[src/rtl/sprite_animator.sv]
// sprite_animator: moves one sprite by STEP pixels per go, erasing the old
// footprint and redrawing it from an external synchronous sprite ROM.
module sprite_animator #(
    parameter int X_W = 8,
    parameter int Y_W = 7,
    parameter int SCREEN_W = 160,
    parameter int SCREEN_H = 120,
    parameter int SPR_W = 20,
    parameter int SPR_H = 20,
    parameter int STEP = 7,
    parameter int ADDR_W = 9,
    parameter logic [2:0] BG_COLOUR = 3'b000
) (
    input  logic              clock,
    input  logic              resetn,
    input  logic              go,
    input  logic              load,
    input  logic [X_W-1:0]    init_x,
    input  logic [Y_W-1:0]    init_y,
    input  logic              up,
    input  logic              down,
    input  logic              left,
    input  logic              right,
    output logic [ADDR_W-1:0] rom_addr,
    input  logic [2:0]        rom_data,
    output logic [X_W-1:0]    vga_x,
    output logic [Y_W-1:0]    vga_y,
    output logic [2:0]        colour,
    output logic              plot,
    output logic [X_W-1:0]    pos_x,
    output logic [Y_W-1:0]    pos_y,
    output logic              busy,
    output logic              done
);
    localparam int CX_W = $clog2(SPR_W + 1);
    localparam int CY_W = $clog2(SPR_H + 1);
    localparam logic [X_W:0] STEP_X = (X_W + 1)'(STEP);
    localparam logic [Y_W:0] STEP_Y = (Y_W + 1)'(STEP);
    localparam logic [X_W:0] X_MAX = (X_W + 1)'(SCREEN_W - SPR_W);
    localparam logic [Y_W:0] Y_MAX = (Y_W + 1)'(SCREEN_H - SPR_H);
    localparam logic [CX_W-1:0] CX_LAST = CX_W'(SPR_W - 1);
    localparam logic [CY_W-1:0] CY_LAST = CY_W'(SPR_H - 1);

    typedef enum logic [2:0] {IDLE, MOVE, ERASE, DRAW, FIN} state_t;

    state_t state, state_n;

    logic [X_W-1:0]  new_x, mv_x, base_x;
    logic [Y_W-1:0]  new_y, mv_y, base_y;
    logic [X_W:0]    wide_x;
    logic [Y_W:0]    wide_y;
    logic [CX_W-1:0] cx;
    logic [CY_W-1:0] cy;
    logic            drawn, flushing, draw_q, last;
    logic [2:0]      colour_q;

    // Candidate position, computed one bit wide so clamps never wrap.
    always_comb begin
        wide_x = {1'b0, pos_x};
        wide_y = {1'b0, pos_y};
        mv_x = pos_x;
        mv_y = pos_y;
        if (!up) begin
            mv_y = (wide_y >= STEP_Y) ? Y_W'(wide_y - STEP_Y) : '0;
        end else if (!down) begin
            mv_y = (wide_y + STEP_Y > Y_MAX) ? Y_W'(Y_MAX)
                                             : Y_W'(wide_y + STEP_Y);
        end else if (!left) begin
            mv_x = (wide_x >= STEP_X) ? X_W'(wide_x - STEP_X) : '0;
        end else if (!right) begin
            mv_x = (wide_x + STEP_X > X_MAX) ? X_W'(X_MAX)
                                             : X_W'(wide_x + STEP_X);
        end
    end

    always_comb begin
        state_n = state;
        busy = (state != IDLE);
        done = 1'b0;
        base_x = (state == ERASE) ? pos_x : new_x;
        base_y = (state == ERASE) ? pos_y : new_y;
        last = (cx == CX_LAST) && (cy == CY_LAST);
        unique case (state)
            IDLE:  if (!load && go) state_n = MOVE;
            MOVE:  state_n = (drawn && (mv_x != pos_x || mv_y != pos_y))
                             ? ERASE : DRAW;
            ERASE: if (flushing) state_n = DRAW;
            DRAW:  if (flushing) state_n = FIN;
            FIN: begin
                done = 1'b1;
                state_n = IDLE;
            end
            default: state_n = IDLE;
        endcase
    end

    always_ff @(posedge clock) begin
        if (!resetn) state <= IDLE;
        else         state <= state_n;
    end

    // Pixel outputs trail the address by one cycle to match ROM latency.
    assign colour = draw_q ? rom_data : colour_q;

    always_ff @(posedge clock) begin
        if (!resetn) begin
            pos_x    <= '0;
            pos_y    <= '0;
            new_x    <= '0;
            new_y    <= '0;
            drawn    <= 1'b0;
            cx       <= '0;
            cy       <= '0;
            rom_addr <= '0;
            flushing <= 1'b0;
            plot     <= 1'b0;
            vga_x    <= '0;
            vga_y    <= '0;
            colour_q <= '0;
            draw_q   <= 1'b0;
        end else begin
            unique case (state)
                IDLE: begin
                    if (load) begin
                        pos_x <= init_x;
                        pos_y <= init_y;
                        drawn <= 1'b0;
                    end
                end
                MOVE: begin
                    new_x    <= mv_x;
                    new_y    <= mv_y;
                    cx       <= '0;
                    cy       <= '0;
                    rom_addr <= '0;
                    flushing <= 1'b0;
                end
                ERASE, DRAW: begin
                    if (flushing) begin
                        flushing <= 1'b0;
                        plot     <= 1'b0;
                        draw_q   <= 1'b0;
                        if (state == DRAW) begin
                            pos_x <= new_x;
                            pos_y <= new_y;
                            drawn <= 1'b1;
                        end
                    end else begin
                        plot     <= 1'b1;
                        vga_x    <= base_x + X_W'(cx);
                        vga_y    <= base_y + Y_W'(cy);
                        colour_q <= BG_COLOUR;
                        draw_q   <= (state == DRAW);
                        rom_addr <= last ? '0 : rom_addr + ADDR_W'(1);
                        if (cx == CX_LAST) begin
                            cx <= '0;
                            if (cy == CY_LAST) begin
                                cy       <= '0;
                                flushing <= 1'b1;
                            end else begin
                                cy <= cy + CY_W'(1);
                            end
                        end else begin
                            cx <= cx + CX_W'(1);
                        end
                    end
                end
                default: ;
            endcase
        end
    end
endmodule

[config.mk]
export PLATFORM = sky130hd
export DESIGN_NAME = sprite_animator
export DESIGN_NICKNAME = d
export VERILOG_FILES = /design/src/rtl/sprite_animator.sv
export SDC_FILE = /design/constraint.sdc
export NUM_CORES = 1
export LEC_CHECK = 0
export CORE_ASPECT_RATIO = 1.5
export CORE_MARGIN = 4
export CORE_UTILIZATION = 39
export DETAILED_ROUTE_END_ITERATION = 6
export MAX_ROUTING_LAYER = met4
export PLACE_DENSITY = 0.71
export SYNTH_ARGS = -nofsm -noshare
export SYNTH_HDL_FRONTEND = slang
export SYNTH_SLANG_ARGS = --single-unit
[constraint.sdc]
create_clock -name clock -period 3.7 [get_ports clock]
set_input_delay 0.925 -clock clock [delete_from_list [all_inputs] [get_ports clock]]
set_output_delay 0.925 -clock clock [all_outputs]
set_load 0.03 [all_outputs]
# Word-level counts from Yosys, hierarchy flattened
# Index checks and enable logic that the tools add are counted.
# Widths: inputs -> output; s select.
# totals
mem_bits_ro	0
ram_bits	0
wordCells	106
reg_bits	71
output_inout_bits	45
inputBits	26
mem_count	0
latchBits	0
# classes
mux	47
div_mod_pow	0
n_shift	0
order_cmp	4
bitwise_logic	1
reduce_logical	15
n_addsub	9
eq_ne	16
mul	0
# op_table
operator	n
$mux 8	10
$mux 7	8
$mux 5	5
$pmux 5 s2	2
$mux 9	2
$pmux 9 s2	1
$ne 2x2->1 const B	8
$pmux 8 s2	1
$pmux 7 s2	1
$mux 3	4
$pmux 3 s4	1
$add 5x1->5 const B	2
$eq 5x5->1 const B	2
$mux 1	10
$add 8x3->9 const B	1
$add 9x1->9 const B	1
$gt 9x8->1 const B	1
$add 7x3->8 const B	1
$add 8x5->8	1
$ge 8x3->1 const B	1
$gt 8x7->1 const B	1
$ne 8x8->1	1
$sub 8x3->8 const B	1
$add 7x5->7	1
18 further kinds	25

# Depth between registers and ports, before layout
# Gate-level depths: netlist (run 1).
# depth
depth_word	12
mapped_depth	13
depth_no_buf	12

# Worst setup path after synthesis (run 1)
# OpenSTA, ideal clock, no wires.
# synth_timing
path_kind	flip-flop to flip-flop
startpoint	reg state[2]
endpoint	reg vga_y[6]
setup_ns	0.071
n_path_buf	1
path_slack_ns	0.528
stages_incl_launch_ff	14
arrival_ns	3.101
synth_period_minus_slack_ns	3.172
required_ns	3.629
cell_sequence	dfxtp_1 > nand2b_1 > nor2_1 > clkbuf_1 > mux2_2 > ha_1 > fa_1 > a21o_1 > a21oi_1 > inv_1 > a21oi_1 > or3_1 > nand3_1 > a21oi_1
# synth_between
elab_chain_len	3
elab_cells_between_ends	6
classes_between	add/sub: 1; eq/ne: 2; mux: 1; reduce/logical: 2
# synth_rtl
item	line_no	source
start: declaration	46	state_t state, state_n;
start signal: assignment	99	else state <= state_n;
$eq 3x2->1 (on tied branches)	81, 122	
$mux 7 / $reduce_or 2->1 (equally long branches)	81, 122	
$add 7x5->7 / $reduce_and 2->1 (equally long branches)	--	
end signal: assignment	151	vga_y <= base_y + Y_W'(cy);
end: declaration	27	output logic [Y_W-1:0] vga_y,
# Parallel ways exist; a longest one is shown, timed or not.
# A chain may end at the register's enable or synchronous reset.

# Worst setup path in the final report (run 1)
# layout_timing
startpoint	in rom_data[0]
endpoint	out colour[0]
# layout_between
elab_chain_len	1
# layout_rtl
item	line_no	source
start: declaration	25	input logic [2:0] rom_data,
$mux 3	103	assign colour = draw_q ? rom_data : colour_q;
end: declaration	28	output logic [2:0] colour,
# Every way passes these cells.

==> summary.md, run 1 <==
| Metric | Value |
|---|---|
| Status | `finished clean` |
| Async set-or-reset flop fraction in the synthesized netlist | `0%` |
| Tightest Pin Transition | `~0.76 ns` |
| ANT cells | `0` |
| Main combinational cell family by area after synthesis | `simple AND/OR/NAND/NOR gates` |
| Slew headroom | `a little under 50%` |
| Critical Setup Path Class | `in -> out` |
| Setup bufs post-CTS | `0` |
| Fill cell count | `1265` |
| Post-synthesis mux area share | `about 3.6%` |
| Worst Setup SP | `rom_data[0]` |
| Synthesized area | `about 0.005 mm²` |
| Most common cell on crit path | `clkdlybuf4s50_1` |
| Initial antenna violation count | `0` |
| CTS tree | `done` |
| Simple-gate portion of the synthesized area | `25.6%` |
| Sw Share | `44.5%` |
| Cells after Synth | `between 600 and 700` |
| Required @ worst endpoint | `roughly 2.8 ns` |
| Adder-cell share of the synthesized area | `under 10%` |
| Area of the multi-input gates | `between 0.003 and 0.004 mm²` |
| Syn Nets | `just over 700` |
| Antenna-violating nets left | `0` |
| CTS max path bufs | `2` |
| Post-Synth XOR/XNOR Area | `~4.8%` |
| Power share of the combinational group | `between 50% and 60%` |
| RSZ-0062 raised after global routing | `false` |
| Max Clock Skew | `roughly 0.0071 ns` |
| Post-synth top area share | `27.8%` |
| Leading area contributor after synthesis | `dfxtp_1` |
| Post-synth EDFFs | `0` |
| LEAKAGE | `~2.4 nW` |
| GRT overflow | `0` |
| Dpl cell area | `~0.006 mm²` |
| # setup viols final | `0` |
| Syn Area/Cell | `approximately 7.5 µm²` |
| Top_reg_cell synth | `dfxtp_1` |
| Top-level port count | `71` |
| CTS sink cnt | `~70` |
| Wire per inst | `between 15 and 20 µm` |
| Psw | `1.75 mW` |
| Post-synthesis compound-gate area fraction | `around 25%` |
| Routability cong. | `roughly 0.9` |
| Synth cell count leaders | `94 x nand2_1, 82 x nor2_1, 71 x dfxtp_1` |
| Crit path capture type | `output pin` |
| Largest net degree at the start of global routing | `39` |
| Starting Density | `39.7%` |
| Core ar. | `0.0129 mm²` |
| Netlist cell types | `74` |
| Final instance area | `0.00617 mm²` |
| Int Power | `about 2.2 mW` |
| Detailed Routing Iterations Pass 1 | `5` |
| Post-layout nets | `779` |
| DRT Wirelength | `roughly 16000 µm` |
| Global Route Usage Sum | `between 20% and 30%` |
| Most numerous cell in the Yosys netlist | `nand2_1` |
| R2r startpoint | `pos_x[0]` |
| First-pass GRT wire length | `between 20000 and 30000 µm` |
| DRC | `0` |
| Detailed-route via count | `around 5300` |
| Sequential Power Share | `between 20% and 30%` |
| DR iter-0 viols | `approximately 330` |
| CTS H-tree depth | `3` |
| CP arrival | `2.16 ns` |
| Worst min path class | `reg -> reg` |
| Crit-path slowest cell | `clkdlybuf4s50_1` |
| Syn. warnings | `0` |
| Pwr dens | `roughly 640 mW/mm²` |
| Slew Limit Fails | `0` |
| Clk network pwr share | `between 20% and 30%` |
| Final Hold Fails | `0` |
| Resized cells post-CTS | `0` |
| Hold Path Origin | `vga_x[3]` |
| Max-cap viol count | `0` |
| Routed vias/inst | `just under 6` |
| Area occupied by registers | `0.00142 mm²` |
| Cts bufs inserted | `9` |
| Share of cells above drive strength 1 | `around a tenth` |
| Total negative slack | `0 ns` |
| Seq/Total Area, Yosys | `about 28%` |
| Largest cells by area after synthesis | `dfxtp_1 28%, nand2_1 6.9%, a21oi_1 6.5%, nor2_1 6.0%, ha_1 4.7%` |
| #FFs+latches synth | `71` |
| Worst stage delay on the critical path | `~0.67 ns` |
| Die ar. | `approximately 0.015 mm²` |
| Fmax | `roughly 320 MHz` |
| Reg clk slew, reported paths | `0.05 ns` |
| Fin crit period | `just over 3 ns` |
| Die width | `roughly 100 µm` |
| Dpl hpwl | `11600 µm` |
| Crit path launch type | `primary input` |
| Cell chain of the critical path | `clkdlybuf4s50_1, and2_1, clkdlybuf4s50_1` |
| Cell Rows | `51` |
| Clk_lat worst skew | `0.33 ns` |
| CTS root buf | `clkbuf_16` |
| Peak VDD IR | `0.000413 V` |
| Crit share post-route | `between 80% and 90%` |
| Hold bufs inserted after CTS | `0` |
| Syn-to-layout area delta | `20.7%` |
| Vias in the first global route | `between 5000 and 6000` |
| Critical path peak fanout | `1` |
| I/O Buffers | `70` |
| Die H | `around 150 µm` |
-- routing by layer --
layer	track usage, %	vias to the layer above	part of all wire (%)
met5	-	-	0
met4	10.2	0	4.0
met3	3.85	57	5.5
met2	35.4	199	50
met1	25.1	2462	41
li1	-	2533	-
-- power by group through the flow --
stage	logic, mW	clock network (mW)	registers, mW
final	2.02	0.791	1.11
after global routing	2.21	0.838	1.14
after CTS	2.01	0.807	1.11
after detailed placement	2.00	0	1.12
after global placement	1.98	0	1.12
after floorplan	1.35	0	1.18
-- final cells by class --
cell class / count / share of cell area, %
Multi-Input combinational cell: 540 / 53.7
Sequential cell: 71 / 23.0
Timing Repair Buffer: 95 / 14.6
Clock buffer: 13 / 4.22
Tap cell: 159 / 3.22
Inverter: 15 / 0.912
Clock inverter: 3 / 0.284
-- through the flow --
step,hold slack (ns),std cells,utilization (%),worst slack (ns),power (mW)
final,0.450,896,47.9,0.612,3.93
after global routing,0.473,896,47.9,0.444,4.19
after CTS,0.450,896,47.9,0.606,3.92
after detailed placement,0.443,880,45.7,0.383,3.12
after global placement,0.443,880,45.7,0.414,3.10
after floorplan,0.444,680,-,0.528,2.53
-- kinds of logic after synthesis --
logic type               after synthesis
buffers and inverters                 69
AND/OR/NAND/NOR                      278
multiplexers                          17
adder cells (fa/ha/maj)               21
XOR/XNOR                              28
AO/OA/AOI/OAI                        196
flip-flops                            71
-- worst max-delay path: cells and delay by family --
| family | cells | cell delay (ns) |
|---|---|---|
| buf+inv | 2 | 1.12 |
| simple gates | 1 | 0.12 |
-- state kept, by name (all words and copies together), names as in the netlist --
signal and cells:
vga_x 8, drawn 1, state 3, pos_y 7
cx 5, new_x 8, vga_y 7, pos_x 8
cy 5, rom_addr 9, draw_q 1, plot 1
flushing 1, new_y 7
-- cells in the final DEF (no fill, tap or decap), types with 3 or more instances in the layout --
master / count
mux2i_1: 6
nand3_1: 7
a21o_1: 12
dfxtp_1: 71
clkdlybuf4s50_1: 70
a31oi_1: 9
nand2_1: 94
xnor2_1: 10
ha_1: 19
nand2b_1: 5
o21bai_1: 4
buf_4: 24
a21oi_1: 66
a221o_1: 3
mux2_2: 11
xor2_1: 18
a221oi_1: 3
or3_1: 11
a311oi_1: 16
o31ai_1: 5
nor3b_1: 3
clkbuf_16: 9
and2_1: 10
nor2_1: 81
a211oi_1: 12
o21ai_0: 37
and3_1: 7
nor2b_1: 5
nor3_1: 19
inv_1: 15
nand4_1: 15
-- final timing paths --
check	to	cells after the start	slack, ns
max	colour[0]	3	0.61
min	vga_x[3]	2	0.45
max reg2reg	state[0]	10	0.62
min reg2reg	vga_x[3]	2	0.45
(Power assumes the default switching activity.)
==> run 2: changes to the inputs <==
--- a/config.mk
+++ b/config.mk
@@ -10,7 +10,7 @@
 export CORE_UTILIZATION = 39
 export DETAILED_ROUTE_END_ITERATION = 6
 export MAX_ROUTING_LAYER = met4
-export PLACE_DENSITY = 0.71
+export PLACE_DENSITY = 0.73
 export SYNTH_ARGS = -nofsm -noshare
 export SYNTH_HDL_FRONTEND = slang
 export SYNTH_SLANG_ARGS = --single-unit
==> constraint.sdc (replaced) <==
create_clock -name clock -period 2.71 [get_ports clock]
set_input_delay 0.6775 -clock clock [delete_from_list [all_inputs] [get_ports clock]]
set_output_delay 0.6775 -clock clock [all_outputs]
set_load 0.03 [all_outputs]
==> summary.md, run 2 (same netlist as run 1, synthesis figures left out) <==
| Metric | Value |
|---|---|
| DRC | `0` |
| # setup viols final | `0` |
| ANT cells | `0` |
| Slew headroom | `65.2%` |
| Largest net degree at the start of global routing | `40` |
| DRT Wirelength | `about 15000 µm` |
| Area of the multi-input gates | `0.00342 mm²` |
| Antenna-violating nets left | `0` |
| CTS root buf | `clkbuf_16` |
| Flop-to-flop setup slack | `approximately 0.11 ns` |
| LEAKAGE | `~2.7 nW` |
| GRT overflow | `0` |
| Starting Density | `between 30% and 40%` |
| Commonest non-fill, non-tap cell in the layout | `nand2_1` |
| R2R depth | `11` |
| DP Worst Slack | `-0.140 ns` |
| Critical path peak fanout | `5` |
| Total negative slack | `0 ns` |
| Crit path launch type | `flip-flop` |
| Clk_lat worst skew | `around 0.33 ns` |
| Die ar. | `between 0.015 and 0.02 mm²` |
| Hold endpoint | `vga_y[4]` |
| DR iter-0 viols | `roughly 220` |
| Fin crit period | `between 2 and 3 ns` |
| Dpl cell area | `approximately 0.0064 mm²` |
| Fmax | `384 MHz` |
| Final Hold Fails | `0` |
| Slew Limit Fails | `0` |
| Routability cong. | `between 0.9 and 1` |
| Max-cap viol count | `0` |
| Initial antenna violation count | `0` |
| Top-level port count | `71` |
| Max reg flops | `9` |
| Crit share post-route | `between 90% and 100%` |
| Status | `finished clean` |
| Most flops, register | `rom_addr` |
| Routed vias/inst | `approximately 5.6` |
| CTS H-tree depth | `3` |
| Max Clock Skew | `roughly 0.0043 ns` |
| Core ar. | `between 0.01 and 0.015 mm²` |
| Hold Path Origin | `vga_y[4]` |
| Crit path capture type | `flip-flop` |
| Wire per inst | `between 15 and 20 µm` |
| CTS sink cnt | `~70` |
| Area occupied by registers | `0.00143 mm²` |
| WHS | `roughly 0.45 ns` |
| Pwr dens | `~850 mW/mm²` |
| Global Route Usage Sum | `roughly 22%` |
| Commonest cells after routing, fill and taps aside | `94 x nand2_1, 87 x buf_4, 80 x nor2_1` |
| CTS max path bufs | `2` |
| Detailed Routing Iterations Pass 1 | `5` |
| Post-layout nets | `between 800 and 900` |
| Reg clk slew, reported paths | `about 0.050 ns` |
| Fin worst setup slack | `0.106 ns` |
| Final instance area | `between 0.006 and 0.007 mm²` |
| Syn-to-layout area delta | `32.6%` |
| Hold Path Stages | `2` |
| Detailed-route via count | `5390` |
| Die width | `between 100 and 150 µm` |
| Worst Setup SP | `pos_x[0]` |
| Worst min path class | `reg -> reg` |
| Dpl hpwl | `between 10000 and 15000 µm` |
| Die H | `148 µm` |
| R2r startpoint | `pos_x[0]` |
| First-pass GRT wire length | `roughly 26000 µm` |
| Tightest Pin Transition | `between 0.5 and 0.6 ns` |
| R2R Path End | `new_x[6]` |
| Total power | `between 5 and 6 mW` |
| Critical Setup Path Class | `reg -> reg` |
| CP arrival | `around 2.9 ns` |
| Share of cells above drive strength 1 | `19.8%` |
| Cell Rows | `just over 50` |
| Required @ worst endpoint | `2.98 ns` |
| Peak VDD IR | `about 0.00065 V` |
| I/O Buffers | `70` |
| Fill cell count | `1221` |
| CTS tree | `done` |
| Vias in the first global route | `around 5300` |
| Cts bufs inserted | `9` |
run 2: cell count changes in the layout (fill, tap and decap cells not counted), sizes merged:
cell,previous run,this run
buf,25,89
clkinv,2,0
clkinvlp,1,0
clkbuf,13,14
run 2: area by class of cell:
cell class	instances	share of cell area [%]
clock buffers	14	4.19
repair buffers	159	20.4
flip-flops and latches	71	21.1
well taps	159	2.94
inverters	15	0.831
multi-input cells	540	50.5
run 2: metrics by stage:
| stage | std cells | utilization (%) |
|---|---|---|
| 6_report | 958 | 52.6 |
| 5_1_grt | 958 | 52.6 |
| 4_1_cts | 957 | 51.9 |
| 3_5_place_dp | 943 | 49.7 |
| 3_3_place_gp | 943 | 49.7 |
| 2_1_floorplan | 680 | - |
run 2: routing by layer:
metal,track usage [%],routed length [µm],up-vias,share of wire (%)
li1,-,-,2661,-
met1,24.9,6340,2511,41
met2,35.9,7750,168,50
met3,3.66,703,50,4.5
met4,10.4,689,0,4.4
met5,-,0,-,0
run 2: how the worst max path moves through the flow:
stage	slack [ns]	cells past startpoint	endpoint
final	0.11	11	new_x[6]
after global routing	-0.02	12	vga_y[6]
after CTS	0.01	11	state[0]
after detailed placement	-0.14	11	state[0]
after global placement	-0.09	11	state[0]
after floorplan	-0.003	13	vga_y[6]
run 2: timing repair:
| action | in CTS | in global routing |
|---|---|---|
| hold buffers | 0 | 0 |
| pin swaps | 0 | 7 |
| endpoints found under the setup margin | 3 | 10 |
| setup buffers | 0 | 1 |
| resized for setup | 1 | 23 |
run 2: report_power, final:
| group | leakage, nW | internal (mW) | switching, mW |
|---|---|---|---|
| clock | 0.141 | 0.709 | 0.402 |
| sequential | 0.581 | 1.25 | 0.255 |
| combinational | 2.01 | 1.38 | 1.80 |
run 2: worst max-delay path, stage by stage, from the launching register on:
cell and delay [ns]:
dfxtp_2 0.36, buf_4 0.16, or3_1 0.36, a31oi_1 0.17, nor2_1 0.08, buf_4 0.13, o31a_2 0.40, buf_4 0.16
or3_1 0.35, a31oi_1 0.19, nor3_1 0.08, nor2_1 0.11
==> run 3: changes to the inputs <==
==> constraint.sdc (replaced) <==
create_clock -name clock -period 2.71 [get_ports clock]
set_input_delay 0.6775 -clock clock [delete_from_list [all_inputs] [get_ports clock]]
set_output_delay 0.6775 -clock clock [all_outputs]
set_load 0.01 [all_outputs]
==> summary.md, run 3 (same netlist as run 1, synthesis figures left out) <==
| Metric | Value |
|---|---|
| Status | `finished clean` |
| Global Route Usage Sum | `between 20% and 30%` |
| R2r startpoint | `pos_x[0]` |
| Crit share post-route | `between 90 and 100%` |
| CTS H-tree depth | `3` |
| Power share of the combinational group | `roughly 54%` |
| Sw Share | `around two fifths` |
| Psw | `about 2.3 mW` |
| Reg clk slew, reported paths | `0.05 ns` |
| Hold Path Stages | `2` |
| Max-cap viol count | `0` |
| CTS root buf | `clkbuf_16` |
| Tightest Pin Transition | `0.487 ns` |
| R2R Path End | `state[0]` |
| Routability cong. | `roughly 0.97` |
| Fmax | `between 300 and 400 MHz` |
| Crit path launch type | `flip-flop` |
| Syn-to-layout area delta | `32.2%` |
| Clk_lat worst skew | `roughly 0.33 ns` |
| Worst min path class | `reg -> reg` |
| # setup viols final | `0` |
| Antenna-violating nets left | `0` |
| Clk network pwr share | `approximately a fifth` |
| GRT overflow | `0` |
| Slew headroom | `between 60% and 70%` |
| CTS max path bufs | `2` |
| Wire per inst | `~17 µm` |
| Dpl cells | `about 940` |
| Crit path capture type | `flip-flop` |
| Cts bufs inserted | `9` |
| Dpl hpwl | `roughly 12000 µm` |
| Peak VDD IR | `just over 0.0005 V` |
| R2R depth | `13` |
| Hold Path Origin | `vga_x[3]` |
| Pwr dens | `~840 mW/mm²` |
| RSZ-0062 raised after global routing | `true` |
| DR iter-0 viols | `around 330` |
| Commonest cells after routing, fill and taps aside | `94 x nand2_1, 79 x nor2_1, 77 x buf_4` |
| CTS tree | `done` |
| CP arrival | `around 2.8 ns` |
| Detailed-route via count | `approximately 5400` |
| Max Clock Skew | `between 0.003 and 0.004 ns` |
| DRC | `0` |
| Fin crit period | `~2.6 ns` |
| Die width | `slightly above 100 µm` |
| LEAKAGE | `~2.7 nW` |
| Detailed Routing Iterations Pass 1 | `5` |
| Required @ worst endpoint | `2.93 ns` |
| Flop-to-flop setup slack | `a little under 0.1 ns` |
| Die ar. | `between 0.015 and 0.02 mm²` |
| Starting Density | `39.7%` |
| CTS sink cnt | `71` |
| Core ar. | `~0.013 mm²` |
| Initial antenna violation count | `0` |
| Fin worst setup slack | `0.0971 ns` |
| DP Worst Slack | `-0.153 ns` |
| Worst Setup SP | `pos_x[0]` |
| Finished Layout Cells | `952` |
| WHS | `about 0.45 ns` |
| DRT Wirelength | `15800 µm` |
| Total power | `between 5 and 6 mW` |
| Area of the multi-input gates | `between 0.003 and 0.004 mm²` |
| First-pass GRT wire length | `roughly 26000 µm` |
| Final Hold Fails | `0` |
| Fill cell count | `around 1200` |
| Int Power | `3.36 mW` |
| Sequential Power Share | `26.0%` |
| Area occupied by registers | `around 0.0014 mm²` |
| Critical Setup Path Class | `reg -> reg` |
| Cell Rows | `51` |
| Largest net degree at the start of global routing | `35` |
| Vias in the first global route | `5397` |
| Post-layout nets | `between 800 and 900` |
| Routed vias/inst | `5.68` |
| Commonest non-fill, non-tap cell in the layout | `nand2_1` |
| Share of cells above drive strength 1 | `approximately a fifth` |
| ANT cells | `0` |
| Die H | `between 100 and 150 µm` |
| Slew Limit Fails | `0` |
| Most flops, register | `rom_addr` |
| Hold endpoint | `vga_x[3]` |
| I/O Buffers | `70` |
| Max reg flops | `9` |
| Hold bufs inserted after CTS | `0` |
| Top-level port count | `just over 70` |
| Critical path peak fanout | `11` |
==> run 3: changes by cell type in the layout (fill, tap and decap cells not counted), sizes merged <==
cell	delta
clkinv	+3
clkbuf	-2
buf	-8
bufinv	+1
clkdlybuf4s50	-1
dlymetal6s2s	+1
==> run 3: what timing repair did <==
| action | CTS | global route |
|---|---|---|
| setup buffers | 0 | 1 |
| gates resized for setup | 2 | 30 |
| endpoints found under the setup margin | 1 | 10 |
| pin swaps | 0 | 9 |
==> run 3: cell type report <==
cell class,count,area share (%)
timing repair buffer,151,19.9
sequential,71,21.1
clock inverter,4,0.667
clock buffer,12,3.65
multi-input combinational,540,50.9
tap,159,2.94
inverter,15,0.833
==> run 3: routing by layer <==
layer  wire length, µm  track usage [%]  vias to the layer above
met5                 0                -                        -
met4               507             9.78                        0
met3               608             3.57                       43
met2              8200             37.5                      150
met1              6470             25.6                     2559
li1                  -                -                     2651
==> run 3: stage by stage <==
step | utilization [%] | instance area [µm²] | setup TNS [ns]
2_1_floorplan | - | 5150 | -0.00284
3_3_place_gp | 49.3 | 6350 | -0.0827
3_5_place_dp | 49.3 | 6350 | -0.153
4_1_cts | 51.6 | 6650 | 0
5_1_grt | 52.4 | 6760 | -0.0979
6_report | 52.4 | 6760 | 0
==> run 3: worst max path at each step <==
stage               endpoint
floorplan           vga_y[6]
detailed placement  state[0]
CTS                 state[0]
finish              state[0]
global placement    state[0]
global route        state[0]
==> run 3: worst max-delay path, cell delays in order, from the launching register on <==
cell and delay, ns:
dfxtp_1 0.33, buf_4 0.15, buf_4 0.17, ha_1 0.24, buf_4 0.16, a2111o_1 0.45
nor3_1 0.34, a21oi_1 0.07, a21oi_1 0.18, a31oi_1 0.07, nand4_1 0.11, nor4_2 0.06
nand4_1 0.10, o31ai_1 0.06
==> run 3: power groups by stage <==
stage                     logic, mW  registers (mW)  clock network [mW]
after floorplan                1.85            1.46                   0
after global placement         2.91            1.47                   0
after detailed placement       2.92            1.47                   0
after CTS                      2.95            1.46                1.18
after global routing           3.35            1.50                1.23
final                          3.05            1.48                1.16
